**src/rtl/button_debouncer.sv**
```systemverilog
// Push-button debouncer: two-flop synchronizer feeding a four-state qualification FSM.
// Every output is a flop loaded from next-state decodes, so there is no combinational path from raw_in.
module button_debouncer #(
   parameter int DEBOUNCE_CYCLES = 16,
   parameter int CNT_W           = 16
) (
   input  logic clk,
   input  logic rst,
   input  logic raw_in,
   output logic push,
   output logic press_pulse,
   output logic release_pulse,
   output logic busy
);

   typedef enum logic [1:0] {
      IDLE         = 2'd0,
      PRESS_WAIT   = 2'd1,
      PRESSED      = 2'd2,
      RELEASE_WAIT = 2'd3
   } state_t;

   localparam logic [CNT_W-1:0] CNT_LAST = CNT_W'(DEBOUNCE_CYCLES - 1);

   logic             s1_q, s1_d, s2_q, s2_d;
   state_t           state_q, state_d;
   logic [CNT_W-1:0] cnt_q, cnt_d;
   logic             push_q, push_d;
   logic             press_pulse_q, press_pulse_d;
   logic             release_pulse_q, release_pulse_d;
   logic             busy_q, busy_d;

   always_ff @(posedge clk or posedge rst) begin
      if (rst) begin
         s1_q            <= 1'b0;
         s2_q            <= 1'b0;
         state_q         <= IDLE;
         cnt_q           <= '0;
         push_q          <= 1'b0;
         press_pulse_q   <= 1'b0;
         release_pulse_q <= 1'b0;
         busy_q          <= 1'b0;
      end else begin
         s1_q            <= s1_d;
         s2_q            <= s2_d;
         state_q         <= state_d;
         cnt_q           <= cnt_d;
         push_q          <= push_d;
         press_pulse_q   <= press_pulse_d;
         release_pulse_q <= release_pulse_d;
         busy_q          <= busy_d;
      end
   end

   always_comb begin
      s1_d    = raw_in;
      s2_d    = s1_q;
      state_d = state_q;
      cnt_d   = cnt_q;
      case (state_q)
         IDLE: begin
            if (s2_q) begin
               state_d = PRESS_WAIT;
               cnt_d   = '0;
            end
         end
         PRESS_WAIT: begin
            if (!s2_q) begin
               state_d = IDLE;
               cnt_d   = '0;
            end else if (cnt_q == CNT_LAST) begin
               state_d = PRESSED;
            end else begin
               cnt_d = cnt_q + 1'b1;
            end
         end
         PRESSED: begin
            if (!s2_q) begin
               state_d = RELEASE_WAIT;
               cnt_d   = '0;
            end
         end
         RELEASE_WAIT: begin
            if (s2_q) begin
               state_d = PRESSED;
               cnt_d   = '0;
            end else if (cnt_q == CNT_LAST) begin
               state_d = IDLE;
            end else begin
               cnt_d = cnt_q + 1'b1;
            end
         end
         default: begin
            state_d = IDLE;
            cnt_d   = '0;
         end
      endcase

      // Outputs register the decode of the state being entered, so they line up with state_q.
      push_d          = (state_d == PRESSED) || (state_d == RELEASE_WAIT);
      busy_d          = (state_d == PRESS_WAIT) || (state_d == RELEASE_WAIT);
      press_pulse_d   = (state_q == PRESS_WAIT) && (state_d == PRESSED);
      release_pulse_d = (state_q == RELEASE_WAIT) && (state_d == IDLE);
   end

   assign push          = push_q;
   assign press_pulse   = press_pulse_q;
   assign release_pulse = release_pulse_q;
   assign busy          = busy_q;

endmodule

```
**config.mk**
```make
export PLATFORM = sky130hd
export DESIGN_NAME = button_debouncer
export DESIGN_NICKNAME = d
export VERILOG_FILES = /design/src/rtl/button_debouncer.sv
export SDC_FILE = /design/constraint.sdc
export NUM_CORES = 1
export LEC_CHECK = 0
export ABC_AREA = 1
export CAP_MARGIN = 20
export CORE_UTILIZATION = 62
export DETAILED_ROUTE_END_ITERATION = 8
export GPL_TIMING_DRIVEN = 0
export PLACE_DENSITY = 0.89
export SYNTH_ARGS = -nofsm -noshare
export SYNTH_HDL_FRONTEND = slang
export SYNTH_SLANG_ARGS = --single-unit
```
**constraint.sdc**
```tcl
create_clock -name clk -period 2.7 [get_ports clk]
set_input_delay 0.54 -clock clk [delete_from_list [all_inputs] [get_ports clk]]
set_output_delay 0.54 -clock clk [all_outputs]
set_load 0.01 [all_outputs]
```
==> results of run 1 <==
## layout make-up
| cell class | instances | share of cell area |
|---|---|---|
| well taps | 27 | 0.0239 |
| repair buffers | 6 | 0.0425 |
| clock buffers | 3 | 0.0159 |
| flip-flops and latches | 23 | 0.407 |
| multi-input cells | 137 | 0.452 |
| inverters | 20 | 0.0531 |
| clock inverters | 1 | 0.00531 |
## final timing paths
check	startpoint	endpoint	slack [ns]
worst max-delay path	busy	busy	0.67
worst min-delay path	s1_q	s2_q	0.36
worst max register to register	cnt_q[1]	cnt_q[6]	1.19
worst min register to register	s1_q	s2_q	0.36
max in group asynchronous	rst	press_pulse	1.48
min in group asynchronous	rst	cnt_q[3]	0.69
## metal layers
layer | routed length (microns) | track usage
met1 | 1120 | 0.328
met2 | 1360 | 0.523
met3 | 169 | 0.0679
met4 | 31 | 0.0611
met5 | 0 | 0
## cells in the final DEF (no fill, tap or decap)
cell             synthesis  layout
a21boi_2                 1       1
a21oi_1                 13      13
a31oi_1                  1       1
clkbuf_4                 0       3
clkdlybuf4s50_1          0       6
clkinvlp_4               0       1
dfrtp_1                 23      23
ha_1                     1       1
inv_1                   19      19
inv_2                    1       1
nand2_1                 53      53
nand2_2                  3       3
nand2_4                  3       3
nand3_1                  8       8
nand3_2                  2       2
nand4_1                  2       2
nor2_1                  41      41
nor2_2                   2       2
nor2_8                   1       1
nor3_1                   1       1
o21ai_0                  3       3
o21ai_1                  1       1
xor2_1                   1       1
## kinds of logic after synthesis
logic type                 Yosys count  share of synthesized area
buffers and inverters               20                     0.0582
xor gates and xnor gates             1                    0.00679
and+or+nand+nor                    116                      0.400
DFF                                 23                      0.446
AOI/OAI and AO/OA                   19                     0.0795
adders and majority gates            1                    0.00970
## stage by stage
step | utilization | total power (uW) | cells | hold slack (ns) | area, sq um
6_report | 0.721 | 561 | 217 | 0.364 | 1410
5_1_grt | 0.721 | 584 | 217 | 0.393 | 1410
4_1_cts | 0.721 | 567 | 217 | 0.367 | 1410
3_5_place_dp | 0.705 | 406 | 213 | 0.335 | 1380
3_3_place_gp | 0.705 | 404 | 213 | 0.332 | 1380
2_1_floorplan | - | 393 | 180 | 0.331 | 1290
## registers in the layout, summed over array words and instances (netlist names)
register       flops
press_pulse        1
release_pulse      1
cnt_q             16
push               1
state_q            1
s2_q               1
busy               1
s1_q               1
## power groups by stage
stage	clock [uW]	sequential, uW	combinational, uW
after floorplan	0	361	31.9
after global placement	0	361	42.5
after global routing	177	356	50.4
final	161	355	44.0
after detailed placement	0	362	44.1
after CTS	167	355	44.4
==> impl_results.md, run 1 <==
* Core area at 1960 sq um
* RSZ-0062 raised after global routing: false
* CP cell instances: clkdlybuf4s50_1
* Synth top area share at 0.446
* P_sw at 141 uW
* Post-CTS setup buffers at 0
* Setup TNS Final at 0 ns
* Dpl hpwl at 1.99 mm
* Startpoint Class: flop
* Worst Path Required at 2.16 ns
* Reg area at 576 sq um
* Synth warn at 0
* Setup violators final at 0
* Max Clk Rate at 492 MHz
* Worst min path class: reg2reg
* Worst-path clk slew at 0.13 ns
* Delay-heaviest family, CP: buffers and inverters
* Final min period at 2.03 ns
* Status: finished clean
* # IOs at 7
* First-pass GRT wire length at 4.41 mm
* Starting density of the core at 0.658
* Dominant cell type by area after synthesis: dfrtp_1
* Iter 0 DRT Violations at 55
* Worst-skew pair later-pin latency at 0.32 ns
* Top FF cell, synth: dfrtp_1
* Synthesized area at 1290 sq um
* DIE HEIGHT at 47.6 microns
* #FFs+latches synth at 23
* Max Root-Sink Buffers at 2
* Most frequent cell after synthesis: nand2_1
* Die W at 47.6 microns
* Least-Margin Pin Slew at 0.842 ns
* P_leak at 0.000711 uW
* Post-route setup slack at 0.666 ns
* Mapped Cells at 180
* Number of global-route vias before repair at 1,067
* Via Count at 1,171
* Die ar. at 2270 sq um
* PwrDens at 397 nW/um^2
* Clk network pwr share at 0.288
* Synth area leaders: dfrtp_1 45%, nand2_1 15%, nor2_1 12%
* Seq/Total Area, Yosys at 0.446
* Mapped Nets at 184
* Final Hold Fails at 0
* Synthesized area per cell at 7.17 sq um
* Clk_skew at 0.0122 ns
* Root Driver: clkbuf_4
* Synth-to-layout area growth at 9.60%
* Max VDD drop at 322 uV
* Hold_buf cts at 0
* Resized cells post-CTS at 0
* Final Cycle Share at 0.753
* WL final at 2.68 mm
* Largest net degree at the start of global routing at 24
* Combinational Power Share at 0.078
* GRT Overall Usage at 0.282
* Worst Path Buf+Inv at 1
* DR vias/cell at 5.40
* Post-synth top cells: 53 x nand2_1, 41 x nor2_1, 23 x dfrtp_1
* Critical Path Stages at 1
* Sw frac at 0.251
* Worst Path Class, Setup: reg2out
* Max cap viols at 0
* Hold Crit Depth at 0
* Post-synth ARST share at 1.00
* Critical Path Max Stage Delay at 0.61 ns
* Dpl ws at 1.02 ns
* Worst-path maximum fanout at 5
* Placer Congestion at 0.923
* Max-slew violations at 0
* DRC Markers at 0
* Worst path slowest cell: clkdlybuf4s50_1
* Antenna Violating Nets Remaining at 0
* Slew Limit Headroom at 0.438
* Initial antenna violation count at 0
* Fillers at 166
* Diode count at 0
* Total grt overflow at 0
* Worst path arrival time at 1.49 ns
* CTS tree: built
* Clk sinks at 23
* PortBufs at 6
* Reg power frac at 0.634
* Number of synthesized flops with an enable pin at 0
* TritonCTS buffer count at 3
* CP endpoint kind: output pin
* DR WL/cell at 12.4 microns
* TritonRoute pass-1 iters at 4
* Htree depth at 1
* Layout cells sized above 1 at 0.0895
* # rows at 16
* Netlist cell types at 20
* Nets at 195
* Register-to-Register Path Depth at 6
* Pint at 420 uW
* Footprint of the multi-input gates at 639 sq um
(Power assumes the default switching activity.)
==> inputs of run 2 (changes only) <==
- CORE_ASPECT_RATIO: unset -> 1.75
- CORE_UTILIZATION: 62 -> 52
- PLACE_DENSITY: 0.89 -> 0.81
- clock period: 2.7 -> 1.72 ns (I/O delays scaled with it)
==> run 2 against run 1 <==
Final cell count is 0.92% lower. Clock power is 100% higher. Worst setup slack worse by 0.59 ns. First-iteration DRC count is 44% lower. Via count is 0.51% lower. Die area is 19% higher. Largest power group unchanged.
==> impl_results.md, run 2 (synthesized netlist as in run 1, its figures left out) <==
* First-pass GRT wire length at 4.45 mm
* Final min period at 1.65 ns
* Final Instance Area at 1430 sq um
* Max Root-Sink Buffers at 2
* CP cell instances: clkdlybuf4s50_1
* Cell total after placement at 211
* Post-CTS setup buffers at 0
* PortBufs at 6
* Worst min path class: reg2reg
* Total grt overflow at 0
* Final Hold Fails at 0
* Least-Margin Pin Slew at 0.881 ns
* Worst Path Buf+Inv at 1
* P_sw at 216 uW
* CTS tree: built
* Htree depth at 1
* Worst path slowest cell: clkdlybuf4s50_1
* Reg power frac at 0.585
* # IOs at 7
* Fillers at 213
* Layout cells sized above 1 at 0.0895
* Max VDD drop at 438 uV
* Status: finished clean
* RSZ-0062 raised after global routing: false
* Setup TNS Final at 0 ns
* Commonest non-fill, non-tap cell in the layout: nand2_1
* Root Driver: clkbuf_8
* Setup violators final at 0
* Max cap viols at 0
* Clk sinks at 23
* WL final at 2.65 mm
* Starting density of the core at 0.553
* Worst-path maximum fanout at 5
* Clk network pwr share at 0.342
* Worst path arrival time at 1.30 ns
* Reg with most FFs: cnt_q
* Worst Path Required at 1.38 ns
* Worst-skew pair later-pin latency at 0.26 ns
* DR vias/cell at 5.42
* GRT Overall Usage at 0.235
* TritonCTS buffer count at 3
* Sw frac at 0.227
* Fin cells at 215
* Worst-path clk slew at 0.08 ns
* Final core utilization at 0.612
* Antenna Violating Nets Remaining at 0
* Placed Instance Area at 1380 sq um
* DR WL/cell at 12.3 microns
* Nets at 195
* Critical Path Max Stage Delay at 0.57 ns
* Startpoint Class: flop
* Most frequent cells in the layout: 53 x nand2_1, 41 x nor2_1, 22 x dfrtp_1
* Largest register FFs at 16
* Slew Limit Headroom at 0.412
* Hold_buf cts at 0
* Combinational Power Share at 0.073
* CP endpoint kind: output pin
* # rows at 23
* P_leak at 0.000719 uW
* Final Cycle Share at 0.958
* Resized cells post-CTS at 1
* Max-slew violations at 0
* Delay-heaviest family, CP: buffers and inverters
* DRC Markers at 0
* Placer Congestion at 0.904
* Via Count at 1,165
* Synth-to-layout area growth at 10.7%
* Largest net degree at the start of global routing at 24
* Max Clk Rate at 607 MHz
* Core area at 2330 sq um
* Number of global-route vias before repair at 1,119
* Diode count at 0
* Dpl hpwl at 2.05 mm
* Worst Path Class, Setup: reg2out
* PwrDens at 666 nW/um^2
* DIE HEIGHT at 67.9 microns
* Die W at 39.7 microns
* Die ar. at 2690 sq um
* Initial antenna violation count at 0
* Clk_skew at 0.00142 ns
* TritonRoute pass-1 iters at 4
* Iter 0 DRT Violations at 31
* Pint at 736 uW
[run 2: cell types whose count changed in the layout (fill, tap and decap cells not counted)]
cell	change
clkinvlp_4	-1
clkbuf_1	+1
clkbuf_4	-3
dfrtp_2	+1
clkbuf_8	+3
dfrtp_1	-1
[run 2: routing by layer]
layer,wire (microns),share of wire,vias to the layer above,track usage
met3,91,0.034,8,0.0195
met2,1430,0.54,33,0.439
met4,79,0.030,0,0.116
met1,1050,0.40,542,0.244
met5,0,0,-,0
li1,-,-,582,-
[run 2: final timing paths]
check                          from          to  slack [ns]  depth (start not counted)
max                            busy        busy        0.07                          1
min                            s1_q        s2_q        0.38                          0
max reg2reg                cnt_q[1]    cnt_q[6]        0.25                          6
min reg2reg                    s1_q        s2_q        0.38                          0
max in group asynchronous       rst        busy        0.56                          2
min in group asynchronous       rst  state_q[1]        0.56                          2
[run 2: stage by stage]
step           total power, uW  setup slack, ns  hold slack, ns
6_report                   951           0.0722           0.381
3_5_place_dp               638            0.253           0.364
4_1_cts                    963           0.0713           0.383
2_1_floorplan              616            0.493           0.331
5_1_grt                    991           0.0414           0.394
3_3_place_gp               634            0.248           0.333
[run 2: power by group through the flow]
| stage | Sequential (uW) | Clock (uW) | Combinational [uW] |
|---|---|---|---|
| 3_5_place_dp | 568 | 0 | 70.5 |
| 4_1_cts | 557 | 336 | 70.5 |
| 3_3_place_gp | 567 | 0 | 67.6 |
| 5_1_grt | 558 | 354 | 78.9 |
| 6_report | 557 | 325 | 69.3 |
| 2_1_floorplan | 566 | 0 | 50.1 |
[run 2: cell type report]
cell class / count / area (sq um) / area share
multi-input cells: 137 / 639 / 0.448
flip-flops and latches: 23 / 577 / 0.404
inverters: 20 / 75.1 / 0.0526
repair buffers: 6 / 60.1 / 0.0421
clock buffers: 4 / 45.0 / 0.0316
well taps: 25 / 31.3 / 0.0219
==> inputs of run 3 (changes only) <==
- ABC_AREA: 1 -> unset
- CORE_ASPECT_RATIO: 1.75 -> unset
- CORE_UTILIZATION: 52 -> 51
- PLACE_DENSITY: 0.81 -> 0.8
==> run 3 against run 2 <==
Sequential share of layout area increased by 0.067 points. Clock skew rose by 0.0090 ns. Combinational power grew 41%. Final cell count is 24% lower. Maximum frequency down 3.3%. Synthesized cell count is 34% lower. Utilization rose by 9.2 points. Clock power shrank 22%. Clock-buffer cell count shrank 1. Die area is 8.8% lower. Via count is 16% lower. Sequential power about the same. Critical path type is now reg2reg.
==> impl_results.md, run 3 <==
* Status: finished clean
* WL final at 2.48 mm
* Max VDD drop at 652 uV
* Dominant cell type by area after synthesis: dfrtp_1
* Commonest non-fill, non-tap cell in the layout: dfrtp_1
* Most frequent cell after synthesis: dfrtp_1
* Max-slew violations at 0
* Seq/Total Area, Yosys at 0.499
* Setup crit start: cnt_q[1]
* # rows at 16
* Worst-path clk slew at 0.13 ns
* Max cap viols at 0
* Via Count at 982
* Nets at 141
* Number of synthesized flops with an enable pin at 0
* Iter 0 DRT Violations at 27
* #FFs+latches synth at 23
* Die W at 49.6 microns
* Hold path start: s1_q
* DR vias/cell at 6.02
* PortBufs at 6
* Core area at 2040 sq um
* Number of global-route vias before repair at 908
* Final min period at 1.70 ns
* Clk sinks at 23
* DIE HEIGHT at 49.6 microns
* Synth warn at 0
* Placed Instance Area at 1260 sq um
* Fillers at 149
* Netlist cell types at 29
* Most frequent cells in the layout: 18 x dfrtp_1, 10 x o21ai_0, 10 x buf_4
* Max Root-Sink Buffers at 2
* Dpl hpwl at 1.59 mm
* Worst min path class: reg2reg
* Die ar. at 2460 sq um
* Root Driver: clkbuf_4
* Startpoint Class: flop
* First-pass GRT wire length at 4.20 mm
* DR WL/cell at 15.2 microns
* Cell total after placement at 152
* Synthesized area per cell at 9.69 sq um
* Largest register FFs at 16
* Hold_buf cts at 0
* Mapped Nets at 123
* DRC Markers at 0
* Worst Path Class, Setup: reg2reg
* Reg2Reg Launch Point: cnt_q[1]
* Post-synth top cells: 23 x dfrtp_1, 10 x o21ai_0, 9 x a21oi_1, 9 x nand2_1, 9 x nand3_1
* Final Instance Area at 1440 sq um
* Synthesized area at 1150 sq um
* Diode count at 0
* TritonRoute pass-1 iters at 4
* Layout cells sized above 1 at 0.257
* TritonCTS buffer count at 3
* Top FF cell, synth: dfrtp_1
* Total grt overflow at 0
* PwrDens at 632 nW/um^2
* Final Cycle Share at 0.990
* Final Hold Fails at 0
* Setup violators final at 0
* Clk_skew at 0.0104 ns
* Worst-skew pair later-pin latency at 0.32 ns
* Synth area leaders: dfrtp_1 50%, o21ai_0 4.3%, a21oi_1 3.9%
* Worst path arrival time at 1.95 ns
* Mapped Cells at 119
* CP endpoint kind: flop
* Reg with most FFs: cnt_q
* Setup TNS Final at 0 ns
* CTS tree: built
* Starting density of the core at 0.565
* Synth top area share at 0.499
* Antenna Violating Nets Remaining at 0
* Synth-to-layout area growth at 24.6%
* Slew Limit Headroom at 0.452
* Worst Path Required at 1.96 ns
* Post-synth ARST share at 1.00
* P_leak at 0.000587 uW
* Least-Margin Pin Slew at 0.822 ns
* Htree depth at 1
* Initial antenna violation count at 0
* Final core utilization at 0.704
* Fin cells at 163
* Placer Congestion at 0.833
* Largest net degree at the start of global routing at 24
* Max Clk Rate at 587 MHz
* Worst-path maximum fanout at 10
* # IOs at 7
* GRT Overall Usage at 0.229
[run 3: changes by cell type after synthesis, moves of 3 or more]
cell / before / now
nand2_1: 53 / 9
nor2_1: 41 / 4
inv_1: 19 / 6
o21ai_0: 3 / 10
or3_1: 0 / 7
a21oi_1: 13 / 9
and4_1: 0 / 4
clkbuf_1: 0 / 3
nand2_4: 3 / 0
nand4_1: 2 / 5
nor4_1: 0 / 3
o211ai_1: 0 / 3
or4_1: 0 / 3
[run 3: layout make-up]
class / instances / area (sq um) / share of cell area
inverters: 6 / 22.5 / 0.0157
flip-flops and latches: 23 / 582 / 0.405
well taps: 27 / 33.8 / 0.0235
plain buffers: 1 / 15.0 / 0.0104
repair buffers: 16 / 135 / 0.0940
multi-input cells: 86 / 622 / 0.433
clock buffers: 3 / 22.5 / 0.0157
clock inverters: 1 / 5.00 / 0.00348
[run 3: cells by family (layout without fill, tap and decap cells)]
family / Yosys count / after routing / share of synthesized area
buf+inv: 10 / 27 / 0.0336
fa+ha+maj: 1 / 1 / 0.0108
mux: 3 / 3 / 0.0282
compound gates: 27 / 27 / 0.134
xor+xnor: 6 / 6 / 0.0521
simple gates: 49 / 49 / 0.242
flops: 23 / 23 / 0.499
[run 3: repair_timing]
action,in CTS,in global routing
gates resized for setup,10,12
endpoints found under the setup margin,11,17
buffers inserted,3,7
pin swaps,2,4
[run 3: final timing paths]
check,end,slack (ns),cells after the start
worst max register to register,cnt_q[2],0.02,6
worst min-delay path,s2_q,0.37,0
min in group asynchronous,cnt_q[1],0.47,2
worst max-delay path,cnt_q[2],0.02,6
max in group asynchronous,s2_q,0.68,2
worst min register to register,s2_q,0.37,0
[run 3: through the flow]
| stage | power [uW] | hold WS, ns | worst slack (ns) |
|---|---|---|---|
| after floorplan | 613 | 0.331 | 0.0156 |
| after global placement | 633 | 0.340 | -0.119 |
| after detailed placement | 635 | 0.344 | -0.191 |
| after CTS | 900 | 0.373 | 0.00679 |
| after global routing | 951 | 0.392 | -0.0193 |
| final | 909 | 0.372 | 0.0165 |
[run 3: per-layer routing]
| layer | wire length [microns] | vias to the layer above | global-route usage |
|---|---|---|---|
| met4 | 60 | 0 | 0.110 |
| met3 | 74 | 6 | 0.0401 |
| met5 | 0 | - | 0 |
| met1 | 1170 | 480 | 0.306 |
| met2 | 1170 | 21 | 0.358 |
| li1 | - | 475 | - |
[run 3: where the power goes]
part | switching [uW] | internal (uW) | total [uW]
clock | 165 | 87.1 | 252
combinational | 54.9 | 42.6 | 97.5
sequential | 10.5 | 549 | 560
[run 3: worst max-delay path: stages (launching register included)]
cell     delay (ns)
dfrtp_1        0.42
ha_2           0.19
and3_4         0.19
and4_4         0.20
buf_8          0.13
or3_4          0.34
a21oi_4        0.15
==> RTL change (config.mk and constraints of run 2) <==
Set the parameter `CNT_W` to 14 (it was 16).
--- a/src/rtl/button_debouncer.sv
+++ b/src/rtl/button_debouncer.sv
@@ -4,3 +4,3 @@
    parameter int DEBOUNCE_CYCLES = 16,
-   parameter int CNT_W           = 16
+   parameter int CNT_W           = 14
 ) (
Formal check against the unedited RTL: no difference found for any inputs over 10 cycles, from zero or initial values and one cycle with rst high; that may be too few to reach the edited logic, so the function may still have changed.
==> RTL change against run 2 <==
Global-route usage up 1.1 points. Setup slack better by 0.076 ns. Hold slack worse by 0.029 ns. Area after synthesis down 1.9%. Routed wire length down 6.4%. Maximum frequency up 4.9%. Cell area down 1.8%. Via count down 12%. First-iteration DRC count up 3.2%. Power down 2.9%. Combinational power up 18%. Clock skew up 0.0015 ns. Sequential cell count down 2.
==> RTL change: results (changes against run 2) <==
Place
  – Detailed placer's ending HPWL: 1970 um (-4.1%)
  – Gp weighted congestion: 0.883 (-2.4%)
  – Place WS: 0.245 ns (-0.00761 ns)

Drt
  – DR WL/cell: 12.5 um (+1.1%)
  – Via-to-Cell Ratio: 5.18 (-4.5%)
  – Initial DRC count: 32 (+3.2%)
  – Drt first pass iters: 4 (unchanged)

Power
  – Comb group: 0.0818 mW (+18%)
  – Pleak: 0.714 nW (-0.78%)
  – Switching power: 0.227 mW (+5.5%)
  – Clock net power: 0.329 mW (+1%)

Finish
  – Inverters: 27 (+35%)
  – Bufs w/o clock: 7 (+1)
  – NumNets Final: 179 (-8.2%)
  – FILL cells: 211 (-0.94%)
  – Share of layout cells above drive strength 1: 0.167 (+0.0772)
  – Final clock-cell share: 0.0321 (+0.000592)
  – Area occupied by multi-input gates: 619 sq um (-3.1%)
  – Comb_multi_in: 115 (-16%)
  – Post-Layout Cell Count: 199 (-7.4%)
  – Non-clock buffer share: 0.0509 (+0.00882)
  – Register Area: 526 sq um (-8.9%)

Clock tree
  – PostCTS Resize Cnt: 0 (-1)

Status
  – Outcome: finished, final reports clean

Synth
  – Compound-gate portion of the synthesized area: 0.0425 (-0.0370)
  – Yosys cell types: 24 (+20%)
  – Commonest cells post-synth: nand2_1 (39), inv_1 (22), dfrtp_1 (21), nor2_1 (21), nand3_1 (15)
  – Synth Area in XOR/XNOR: 0.0277 (+0.0209)
  – Seq/Total Area, Yosys: 0.415 (-0.0307)
  – Ranking of synthesized cells by area: dfrtp_1 (42%), nand2_1 (12%), inv_1 (6.5%)
  – Synth warn: 0 (unchanged)
  – Post-synthesis adder-cell area fraction: 0.00989 (+0.000192)
  – Syn Nets: 168 (-8.7%)
  – Avg Inst Size Synth: 7.71 sq um (+7.6%)

Global routing
  – Global-route wire length before repair: 4370 um (-1.9%)
  – Vias in the first global route: 1062 (-5.1%)
  – Gr usage total: 0.246 (+0.0110)
  – Largest net degree at the start of global routing: 22 (-8.3%)

Timing
  – Slew HR: 0.465 (+0.0529)
  – F_max: 636 MHz (+4.9%)

Critical path
  – Crit path max fanout: 4 (-1)
  – CP max stage delay: 0.55 ns (-0.02 ns)
  – Reg2reg path depth: 8 (+2)
  – FF-to-FF End: state_q[1]
  – Reg2reg start: cnt_q[0]
-- RTL change: cell count changes in the layout (fill, tap and decap cells not counted), sizes merged, moves of 2 or more --
cell and delta:
nor2 -14, nand2 -12, a21oi -7, inv +6, nand3 +6, nand4 +3
xor2 +3, dfrtp -2
-- RTL change: per-stage QoR --
step                      instance area, sq um  total power, mW  hold WS, ns
after floorplan                           1260            0.582        0.321
after global placement                    1360            0.602        0.336
after detailed placement                  1360            0.606        0.340
after CTS                                 1400            0.933        0.357
after global routing                      1400            0.961        0.360
final                                     1400            0.923        0.352
-- RTL change: metal layers --
metal / vias up / part of all wire / track usage / wire, um
li1: 529 / - / - / -
met1: 487 / 0.37 / 0.257 / 917
met2: 9 / 0.59 / 0.438 / 1450
met3: 5 / 0.019 / 0.0395 / 48
met4: 0 / 0.025 / 0.142 / 62
met5: - / 0 / 0 / 0
